<file path="config.mk">
export PLATFORM = sky130hd
export DESIGN_NAME = uart_rx_flat
export DESIGN_NICKNAME = d
export VERILOG_FILES = /design/src/rtl/uart_rx_if.sv /design/src/rtl/uart_rx.sv /design/src/flat_wrapper.sv
export SDC_FILE = /design/constraint.sdc
export NUM_CORES = 1
export LEC_CHECK = 0
export CORE_MARGIN = 2
export CORE_UTILIZATION = 48
export CTS_CLUSTER_SIZE = 24
export DETAILED_ROUTE_END_ITERATION = 7
export PLACE_DENSITY = 0.7
export SLEW_MARGIN = 25
export SYNTH_ARGS = -nofsm -noshare
export SYNTH_HDL_FRONTEND = slang
export SYNTH_SLANG_ARGS = --single-unit
</file>
<file path="constraint.sdc">
create_clock -name clk -period 3.5 [get_ports clk]
set_input_delay 0.35 -clock clk [delete_from_list [all_inputs] [get_ports clk]]
set_output_delay 0.35 -clock clk [all_outputs]
set_load 0.03 [all_outputs]
</file>
<file path="src/rtl/uart_rx_if.sv">
// rtl/uart_rx_if.sv - serial line, clock enable and received-word handshake for uart_rx
interface uart_rx_if #(
   parameter int DATA_WIDTH = 8
);
   logic                  ena;
   logic                  rx_signal;
   logic                  rx_ready;
   logic [DATA_WIDTH-1:0] rx_data;
   logic                  rx_valid;
   logic                  frame_error;
   logic                  overrun;
   logic                  busy;

   modport master (
      output ena, rx_signal, rx_ready,
      input  rx_data, rx_valid, frame_error, overrun, busy
   );

   modport slave (
      input  ena, rx_signal, rx_ready,
      output rx_data, rx_valid, frame_error, overrun, busy
   );
endinterface

</file>
<file path="src/rtl/uart_rx.sv">
// rtl/uart_rx.sv - 8N1 UART receiver with mid-bit sampling, valid/ready output and error pulses
module uart_rx #(
   parameter int DATA_WIDTH = 8,
   parameter int BAUD_RATE  = 115_200,
   parameter int CLK_FREQ   = 50_000_000
) (
   input  logic     clk,
   input  logic     reset,
   uart_rx_if.slave bus
);
   localparam int PULSE_WIDTH      = CLK_FREQ / BAUD_RATE;
   localparam int HALF_PULSE_WIDTH = PULSE_WIDTH / 2;
   localparam int CW = $clog2(PULSE_WIDTH) + 1;
   localparam int BW = $clog2(DATA_WIDTH) + 1;
   localparam int IW = (DATA_WIDTH > 1) ? $clog2(DATA_WIDTH) : 1;

   localparam logic [CW-1:0] FULL_LOAD = CW'(PULSE_WIDTH - 1);
   localparam logic [CW-1:0] HALF_LOAD = CW'(HALF_PULSE_WIDTH - 1);
   localparam logic [BW-1:0] LAST_BIT  = BW'(DATA_WIDTH - 1);

   typedef enum logic [2:0] {
      S_IDLE  = 3'd0,
      S_START = 3'd1,
      S_DATA  = 3'd2,
      S_STOP  = 3'd3,
      S_BREAK = 3'd4
   } state_t;

   state_t                state_q;
   logic [1:0]            sync_q;
   logic [CW-1:0]         clk_cnt_q;
   logic [BW-1:0]         bit_cnt_q;
   logic [DATA_WIDTH-1:0] shift_q;
   logic [DATA_WIDTH-1:0] rx_data_q;
   logic                  rx_valid_q;
   logic                  frame_error_q;
   logic                  overrun_q;
   logic                  rx_s;
   logic                  sample;

   assign rx_s   = sync_q[1];
   assign sample = (clk_cnt_q == '0);

   always_ff @(posedge clk or posedge reset) begin
      if (reset) begin
         state_q       <= S_IDLE;
         sync_q        <= 2'b11;
         clk_cnt_q     <= '0;
         bit_cnt_q     <= '0;
         shift_q       <= '0;
         rx_data_q     <= '0;
         rx_valid_q    <= 1'b0;
         frame_error_q <= 1'b0;
         overrun_q     <= 1'b0;
      end else if (bus.ena) begin
         sync_q        <= {sync_q[0], bus.rx_signal};
         frame_error_q <= 1'b0;
         overrun_q     <= 1'b0;
         if (rx_valid_q && bus.rx_ready) begin
            rx_valid_q <= 1'b0;
         end

         case (state_q)
            S_IDLE: begin
               if (!rx_s) begin
                  state_q   <= S_START;
                  bit_cnt_q <= '0;
                  clk_cnt_q <= HALF_LOAD;
               end
            end
            S_START: begin
               if (!sample) begin
                  clk_cnt_q <= clk_cnt_q - 1'b1;
               end else if (!rx_s) begin
                  state_q   <= S_DATA;
                  clk_cnt_q <= FULL_LOAD;
               end else begin
                  state_q <= S_IDLE;
               end
            end
            S_DATA: begin
               if (!sample) begin
                  clk_cnt_q <= clk_cnt_q - 1'b1;
               end else begin
                  shift_q[bit_cnt_q[IW-1:0]] <= rx_s;
                  clk_cnt_q                  <= FULL_LOAD;
                  if (bit_cnt_q == LAST_BIT) begin
                     state_q <= S_STOP;
                  end else begin
                     bit_cnt_q <= bit_cnt_q + 1'b1;
                  end
               end
            end
            S_STOP: begin
               if (!sample) begin
                  clk_cnt_q <= clk_cnt_q - 1'b1;
               end else if (rx_s) begin
                  state_q <= S_IDLE;
                  // A word consumed this very cycle frees the slot for the new one.
                  if (!rx_valid_q || bus.rx_ready) begin
                     rx_data_q  <= shift_q;
                     rx_valid_q <= 1'b1;
                  end else begin
                     overrun_q <= 1'b1;
                  end
               end else begin
                  state_q       <= S_BREAK;
                  frame_error_q <= 1'b1;
               end
            end
            S_BREAK: begin
               if (rx_s) begin
                  state_q <= S_IDLE;
               end
            end
            default: state_q <= S_IDLE;
         endcase
      end
   end

   assign bus.rx_data     = rx_data_q;
   assign bus.rx_valid    = rx_valid_q;
   assign bus.frame_error = frame_error_q & bus.ena;
   assign bus.overrun     = overrun_q & bus.ena;
   assign bus.busy        = (state_q != S_IDLE);
endmodule
</file>
<file path="src/flat_wrapper.sv">
// flat-port wrapper written by rule: the top's interface ports become plain ports
module uart_rx_flat 
#(
   parameter int DATA_WIDTH = 8,
   parameter int BAUD_RATE  = 115_200,
   parameter int CLK_FREQ   = 50_000_000
)
  (clk, reset, bus_ena, bus_rx_signal, bus_rx_ready, bus_rx_data, bus_rx_valid, bus_frame_error, bus_overrun, bus_busy);
  uart_rx_if #(.DATA_WIDTH(DATA_WIDTH)) bus_i ();
  input  logic clk;
  input  logic reset;
  input wire logic [$bits(bus_i.ena)-1:0] bus_ena;
  input wire logic [$bits(bus_i.rx_signal)-1:0] bus_rx_signal;
  input wire logic [$bits(bus_i.rx_ready)-1:0] bus_rx_ready;
  output wire logic [$bits(bus_i.rx_data)-1:0] bus_rx_data;
  output wire logic [$bits(bus_i.rx_valid)-1:0] bus_rx_valid;
  output wire logic [$bits(bus_i.frame_error)-1:0] bus_frame_error;
  output wire logic [$bits(bus_i.overrun)-1:0] bus_overrun;
  output wire logic [$bits(bus_i.busy)-1:0] bus_busy;
  assign bus_i.ena = bus_ena;
  assign bus_i.rx_signal = bus_rx_signal;
  assign bus_i.rx_ready = bus_rx_ready;
  assign bus_rx_data = bus_i.rx_data;
  assign bus_rx_valid = bus_i.rx_valid;
  assign bus_frame_error = bus_i.frame_error;
  assign bus_overrun = bus_i.overrun;
  assign bus_busy = bus_i.busy;
  uart_rx #(.DATA_WIDTH(DATA_WIDTH), .BAUD_RATE(BAUD_RATE), .CLK_FREQ(CLK_FREQ)) u_core (.clk(clk), .reset(reset), .bus(bus_i));
endmodule
</file>
=== Word-level counts from Yosys, hierarchy flattened ===
Cells that the tools add are included.

* Flip-flop bits (word level): 38
* Bits of input ports: 5
* Output and inout bits: 12
* Word-level logic and storage cells: 77

* $add $sub $neg: 2
* Order comparisons: 2
* Equality and inequality tests: 14
* Mux-type cells: 34
* Bitwise logic cells: 2
* Reductions and logical operators: 14

{| class="wikitable"
|+ Operators by type and width
! operator !! number
|-
| 10-bit two-way mux || 5
|-
| 10-bit case mux with 4 select lines || 1
|-
| 3-bit two-way mux || 7
|-
| 3-bit case mux with 5 select lines || 1
|-
| 5-bit AND reduction || 3
|-
| 1-bit two-way mux || 13
|-
| 4-bit two-way mux || 3
|-
| 10-bit zero test || 1
|-
| 2-bit by 1-bit != test with 1-bit output (second input constant) || 5
|-
| 10-bit by 1-bit subtractor with 10-bit output (second input constant) || 1
|-
| 8-bit bitwise mux || 1
|-
| 4-bit case mux with 2 select lines || 1
|-
| 7-bit AND reduction || 1
|-
| 3-bit by 2-bit equality test with 1-bit output (second input constant) || 2
|-
| 2-bit != test (second input constant) || 3
|-
| 4-bit by 1-bit adder with 4-bit output (second input constant) || 1
|-
| 4-bit by 3-bit equality test with 1-bit output (second input constant) || 1
|-
| 3-bit by 4-bit < comparator with 1-bit output (second input constant) || 1
|-
| 4-bit nonzero test || 1
|-
| 1-bit demux with 3-bit select || 1
|-
| 3-bit by 1-bit equality test with 1-bit output (second input constant) || 1
|-
| 3-bit equality test (second input constant) || 1
|-
| 3-bit by 1-bit greater-or-equal comparator with 1-bit output (second input constant) || 1
|-
| 3-bit zero test || 1
|-
| other kinds (9) || 11
|}

=== Depth between registers and ports, before layout ===
Gate-level depths: netlist of the first run.

* Word-level depth: 6
* Gate-level depth with buffers: 8
* Mapped depth without buffers: 7

=== Worst setup path after synthesis of the first run ===
OpenSTA, ideal clock, no wires.

* Path type: register to register
* Start: reg u_core.clk_cnt_q[0]
* End: reg u_core.shift_q[5]
* Setup time: 0.125 ns
* Arrival time: 1.900 ns
* Data required time: 3.375 ns
* Setup slack: 1.476 ns
* Cell stages (with the launch flop): 9
* Buffers on the path: 1
* Clock period less this slack: 2.024 ns
* Cells stage by stage: dfrtp_1 > inv_1 > ha_1 > nor3b_1 > and3_1 > buf_4 > nand3_2 > nor3b_2 > mux2_2

* Word-level cells in the longest chain between the ends: 2

{| class="wikitable"
|+ RTL lines
! element !! RTL line !! text
|-
| start: declaration || uart_rx.sv:31 || <nowiki>logic [CW-1:0] clk_cnt_q;</nowiki>
|-
| start signal: assignment || uart_rx.sv:73 || <nowiki>clk_cnt_q <= clk_cnt_q - 1'b1;</nowiki>
|-
| start signal: assignment || uart_rx.sv:83 || <nowiki>clk_cnt_q <= clk_cnt_q - 1'b1;</nowiki>
|-
| start signal: assignment || uart_rx.sv:96 || <nowiki>clk_cnt_q <= clk_cnt_q - 1'b1;</nowiki>
|-
| 10-bit zero test || uart_rx.sv:42 || <nowiki>assign sample = (clk_cnt_q == '0);</nowiki>
|-
| 3-bit AND reduction (no source line) || -- ||
|-
| end signal: indexed assignment || uart_rx.sv:85 || <nowiki>shift_q[bit_cnt_q[IW-1:0]] <= rx_s;</nowiki>
|-
| end: declaration || uart_rx.sv:33 || <nowiki>logic [DATA_WIDTH-1:0] shift_q;</nowiki>
|}

No other way between the ends.
A chain may end at the register's enable or synchronous reset.

=== Worst setup path after layout of the first run ===
* Start: reg u_core.clk_cnt_q[0]
* End: reg u_core.rx_data_q[7] (netlist: u_core.bus.rx_data[7])

* Word-level cells in the longest chain between the ends: 2

{| class="wikitable"
|+ RTL lines
! element !! RTL line !! text
|-
| 10-bit zero test || uart_rx.sv:42 ||
|-
| 5-bit AND reduction (no source line) || -- ||
|-
| end signal: assignment || uart_rx.sv:101 || <nowiki>rx_data_q <= shift_q;</nowiki>
|-
| end: declaration || uart_rx.sv:34 || <nowiki>logic [DATA_WIDTH-1:0] rx_data_q;</nowiki>
|}

No other way between the ends.

==> results of run 1 <==
-- flip-flops by register name, summed over array words and instances, names as in the netlist --
register	count
u_core.clk_cnt_q	10
u_core.bus.rx_data	8
u_core.shift_q	8
u_core.bit_cnt_q	4
u_core.state_q	3
u_core.sync_q	2
u_core.bus.rx_valid	1
u_core.frame_error_q	1
u_core.overrun_q	1
-- cell type report --
class,instances,area [um^2],area share (%)
multi-input cells,136,966,41.9
flip-flops and latches,38,953,41.4
repair buffers,17,168,7.27
clock buffers,7,76.3,3.31
well taps,50,62.6,2.71
inverters,13,48.8,2.12
clock inverters,1,30.0,1.30
-- metrics by stage --
step / hold slack [ns] / setup slack [ns]
global route: 0.529 / 0.723
finish: 0.442 / 0.934
floorplan: 0.443 / 1.48
CTS: 0.496 / 0.956
detailed placement: 0.468 / 0.945
global placement: 0.467 / 1.00
-- power by group --
group / leakage [uW] / switching (uW) / internal (uW)
Sequential: 0.000487 / 77.8 / 496
Combinational: 0.000470 / 106 / 91.9
Clock: 0.0000524 / 155 / 213
Total: 0.00101 / 338 / 801
-- metal layers --
layer	up-vias	track usage [%]
li1	738	-
met1	747	24.3
met2	32	31.1
met3	5	4.87
met4	0	7.35
met5	-	0
-- cell usage after synthesis, types with 2 or more instances --
library cell	instances	area share [%]
xor2_1	2	0.87
a2bb2oi_1	2	0.87
nand3b_1	2	0.74
and3_1	2	0.62
a21oi_1	10	2.5
nand3_1	6	1.5
maj3_1	2	0.99
a211oi_1	2	0.74
clkbuf_1	5	0.93
mux2_2	18	10
o41ai_1	2	0.87
nor3b_1	2	0.74
buf_2	2	0.50
dfstp_2	2	2.6
o22ai_1	4	1.2
a21o_1	2	0.74
nand2b_1	4	1.2
ha_1	3	1.9
and2_1	3	0.93
nand2_1	14	2.6
nor3_1	4	0.99
dfrtp_1	36	45
or3_1	5	1.6
inv_1	13	2.4
a31oi_1	6	1.9
a22oi_1	2	0.74
o21ai_0	3	0.74
nor2_1	14	2.6
-- cells by family (layout without fill, tap and decap cells) --
family          Yosys count  after routing
compound gates           43             43
fa+ha+maj                 5              5
buf+inv                  22             38
flops                    38             38
simple gates             67             67
xor+xnor                  2              2
mux                      19             19
-- how the worst max path moves through the flow --
| stage | depth (start not counted) | slack (ns) | startpoint | to |
|---|---|---|---|---|
| 3_5_place_dp | 6 | 0.95 | bus_ena | u_core.bus.rx_data[0] |
| 2_1_floorplan | 8 | 1.48 | u_core.clk_cnt_q[0] | u_core.shift_q[5] |
| 3_3_place_gp | 6 | 1.00 | bus_ena | u_core.clk_cnt_q[9] |
| 6_report | 7 | 0.93 | u_core.clk_cnt_q[0] | u_core.bus.rx_data[7] |
| 5_1_grt | 7 | 0.72 | u_core.clk_cnt_q[0] | u_core.bus.rx_data[1] |
| 4_1_cts | 7 | 0.96 | u_core.clk_cnt_q[0] | u_core.bus.rx_data[7] |
-- placed cells by master (no fill, tap or decap), types with 2 or more instances in the layout --
cell and instances:
dfrtp_1 36, ha_1 3, nor2_1 14, clkdlybuf4s50_1 16, a211oi_1 2, clkbuf_1 2, inv_1 12, a22oi_1 2
nand3b_1 2, clkbuf_8 5, o41ai_1 2, nand2b_1 4, nand2_1 14, o21ai_0 3, nor3b_1 2, a2bb2oi_1 2
nor3_1 4, xor2_1 2, a21oi_1 10, maj3_1 2, o22ai_1 4, a21o_1 2, mux2_2 18, dfstp_2 2
and3_1 2, and2_1 3, or3_1 5, nand3_1 6, a31oi_1 6
==> out/results.ini, run 1 <==
[global_route]
antenna_found_initial=0
grt_pass1_vias=1444
grt_pass1_wl_mm=6.63
grt_max_degree=26
overflow=0
grt_usage_pct=19.1

[placed_design]
dpl_cell_area_um2=2200
gp_congestion=0.867
place_hpwl_mm=2.82
port_buffers=16
dp_cells=254

[detailed_routing]
route.met2.wl_mm=1.90
vias=1522
dr_wl_met3_um=159
top_layer_used=met4
drt-total-wl_mm=3.98
drt_iter0_drc=127
drtPass1Iterations=4
drt-met1-wl_mm=1.87
detail_route.vias_per_cell=5.81
wire_per_inst_um=15.2
drc=0
ant_nets=0

[logic_synthesis]
synthXorXnorAreaFrac_pct=0.869
synth_top_family_by_area=simple AND/OR/NAND/NOR gates
synth-compound-area-share_pct=15.3
ys.flop_type=dfrtp_1
synth_cells=196
syn_area_per_cell_um2=10.3
synth_mux_area_share_pct=10.6
synth_edf_count=0
ys_seq_area_share_pct=47.3
synth_area_um2=2020
syn_nets=204
async_flop_share_pct=100
synth_cell_types=52
synth_fa_ha_area_share_pct=2.86
synth_seq_cells=38
synth_simple_gate_area_share_pct=18.4
yosys_warnings=0

[worst_setup_path]
cp.arrival_ns=2.74
r2r-end=u_core.bus.rx_data[7]
critical_path.top_delay_family=simple AND/OR/NAND/NOR gates
reg2reg_from=u_core.clk_cnt_q[0]
path_class=reg2reg
cp_slowest_cell=and3_1
worst-path-buf-inv=1
required_ns=3.67
start_kind=flop
cp_cell_sequence=inv_1, ha_1, nor3b_1, and3_1, nand3_1, a21oi_4, mux2_2
worst_setup_path_end_kind=flop
max_stage_delay_ns=0.49
timing.reg2reg.setup_slack_ns=0.93
reg2reg_depth=7
cp_max_fo=12

[timing]
rsz0062_at_grt=false
final-setup-viol-count=0
tightest_slew_ns=0.881
finalMaxSlewViolations=0
tns_ns=0
min_period_ns=2.57
post-route-period-util_pct=73.3
timing.fmax_mhz=390
maxSlewHeadroom_pct=40.9
hold_viol=0
finalClockSkew_ns=0.0119

[job]
cap_violations=0

[floorplanning]
core_area_um2=4030
start_util_pct=50.0
num_rows=23
pin_count=17
die_area_um2=4730
die_w_um=68.8
dieHeight_um=68.8

[cts]
h-tree-depth=2
root_buffer=clkbuf_8
clk_pin_slew_ns=0.08
post_cts_buffers=0
clockBufferDepth=2
worst_skew_pair.late_latency_ns=0.29
cts_resized=0
hold_buffers=0
cts.sinks=38
cts_tree=done
cts_buffers=5

[finish]
fillers=345
final_area_um2=2300
nets=219
areaGrowthSynthToFinish_pct=14.3
num_antenna_cells=0
instances_no_fill=262
finish.utilization_pct=57.2
drive_gt1_share_pct=17.0

[run_status]
outcome=finished, final reports clean

[pwr]
total_power_uw=1140
vdd.ir_drop.worst_mv=0.278
powerDensity_nw_per_um2=494
power.leakage_uw=0.00101

[worst_hold_path]
hold_class=in2async

No activity file was read; power rests on OpenSTA's default activity.
==> run 2, diff against run 1 <==
clock period = 2.5 ns   (was 3.5 ns; I/O delays follow)
==> run 2 against run 1 <==
Compared with the run above:
- clock skew fell by 0.0052 ns
- utilization rose by 0.25 points
- sequential power rose by 41%
- clock power rose by 11%
==> out/results.ini, run 2 (same netlist as run 1, synthesis figures left out) <==
[pwr]
powerDensity_nw_per_um2=648  ; +31%
vdd.ir_drop.worst_mv=0.296  ; +6.4%
power.leakage_uw=0.00103  ; +1.7%

[detailed_routing]
drt-total-wl_mm=4.06  ; +2.0%
drc=0  ; unchanged
detail_route.vias_per_cell=5.67  ; -2.3%
ant_nets=0  ; unchanged
wire_per_inst_um=15.3  ; +0.45%
drt_iter0_drc=143  ; +13%
drtPass1Iterations=4  ; unchanged
vias=1509  ; -0.85%

[floorplanning]
core_area_um2=4030  ; unchanged
die_area_um2=4730  ; unchanged
die_w_um=68.8  ; unchanged
pin_count=17  ; unchanged
start_util_pct=50.0  ; unchanged
dieHeight_um=68.8  ; unchanged
num_rows=23  ; unchanged

[cts]
hold_buffers=0  ; unchanged
worst_skew_pair.late_latency_ns=0.29  ; about the same
cts.sinks=38  ; unchanged
post_cts_buffers=0  ; unchanged
cts_tree=done
clk_pin_slew_ns=0.07  ; about the same
clockBufferDepth=2  ; unchanged
h-tree-depth=2  ; unchanged
cts_buffers=5  ; unchanged
cts_resized=0  ; unchanged
root_buffer=clkbuf_8

[worst_setup_path]
max_stage_delay_ns=0.42  ; -0.07 ns
cp_slowest_cell=dfrtp_1
cp_max_fo=11  ; -1
start_kind=flop
required_ns=2.67  ; -1.00 ns
cp_cell_sequence=inv_1, ha_1, nor3b_1, and3_1, buf_4, nand3_2, nor3b_2, mux2_2
path_class=reg2reg
worst_setup_path_end_kind=flop
cp.arrival_ns=2.38  ; -0.36 ns

[placed_design]
gp_congestion=0.848  ; -2.2%
place_ws_ns=0.285  ; -0.660 ns
dp_cells=258  ; +1.6%
place_hpwl_mm=2.93  ; +4.1%
port_buffers=16  ; unchanged

[finish]
nets=223  ; +1.8%
num_antenna_cells=0  ; unchanged
finish.utilization_pct=57.5  ; +0.25 points
largest_reg_flops=10  ; unchanged
max_flop_register=u_core.clk_cnt_q
fillers=356  ; +3.2%
layout_commonest_cell=dfrtp_1
drive_gt1_share_pct=19.0  ; +2.0 points
instances_no_fill=266  ; +1.5%
areaGrowthSynthToFinish_pct=14.8
layout_common_cells=dfrtp_1 (36), mux2_2 (18), clkdlybuf4s50_1 (16), nor2_1 (14), nand2_1 (14)

[run_status]
outcome=finished, final reports clean

[timing]
tns_ns=0  ; unchanged
whs_ns=0.369  ; -0.0726 ns
maxSlewHeadroom_pct=63.4  ; +23 points
finalMaxSlewViolations=0  ; unchanged
tightest_slew_ns=0.545  ; -0.336 ns
hold_viol=0  ; unchanged
finalClockSkew_ns=0.00674  ; -0.00517 ns
min_period_ns=2.21  ; -0.358 ns
timing.fmax_mhz=453  ; +16%
setup_slack_ns=0.292  ; -0.642 ns
final-setup-viol-count=0  ; unchanged
post-route-period-util_pct=88.3  ; +15 points
rsz0062_at_grt=false

[global_route]
grt_pass1_wl_mm=6.88  ; +3.8%
antenna_found_initial=0  ; unchanged
grt_pass1_vias=1501  ; +3.9%
grt_usage_pct=20.1  ; +1.0 points
overflow=0  ; unchanged
grt_max_degree=39  ; +50%

[worst_hold_path]
hold_class=in2async

[job]
cap_violations=0  ; unchanged

## run 2: cell count changes in the layout (fill, tap and decap cells not counted)
cell       before  now
buf_4           1    5
bufinv_16       1    0
clkinv_2        0    1
clkbuf_1        2    1
inv_1          12   13
clkinv_4        0    1
clkinv_1        1    0
## run 2: layout make-up
type | count | area, um^2 | area share [%]
inverters | 13 | 48.8 | 2.11
flip-flops and latches | 38 | 953 | 41.2
well taps | 50 | 62.6 | 2.70
multi-input cells | 136 | 966 | 41.7
repair buffers | 21 | 198 | 8.54
clock buffers | 6 | 72.6 | 3.14
clock inverters | 2 | 13.8 | 0.595
## run 2: per-layer routing
layer	share of wire [%]	vias to the layer above	track usage, %	wire length [um]
met5	0	-	0	0
met3	3.9	4	3.90	157
met2	50	29	33.4	2040
li1	-	750	-	-
met4	1.4	0	9.56	57
met1	44	726	25.1	1810
## run 2: power by group
| part | switching [uW] | internal (uW) |
|---|---|---|
| Clock | 212 | 197 |
| Combinational | 147 | 137 |
| Sequential | 114 | 695 |
| Total | 472 | 1030 |
## run 2: worst max-delay path, delay by kind of cell (launching register included)
kind | cells | cell delay, ns
buffers and inverters | 2 | 0.27
and+or+nand+nor | 4 | 0.92
muxes | 1 | 0.36
adders and majority gates | 1 | 0.13
DFF | 1 | 0.42
## run 2: stage by stage
step	total power, uW	area (um^2)
final	1500	2310
after global routing	1600	2310
after floorplan	1010	2020
after CTS	1520	2310
after global placement	1080	2230
after detailed placement	1100	2230
## run 2: path summary, 6_finish.rpt
path | start | end | slack, ns | depth (start not counted)
min reg2reg | u_core.shift_q[4] | u_core.bus.rx_data[4] | 0.51 | 1
max | u_core.clk_cnt_q[0] | u_core.shift_q[5] | 0.29 | 8
min | reset | u_core.overrun_q | 0.37 | 3
max reg2reg | u_core.clk_cnt_q[0] | u_core.shift_q[5] | 0.29 | 8
max in group asynchronous | reset | u_core.sync_q[1] | 1.79 | 3
min in group clk | u_core.shift_q[4] | u_core.bus.rx_data[4] | 0.51 | 1
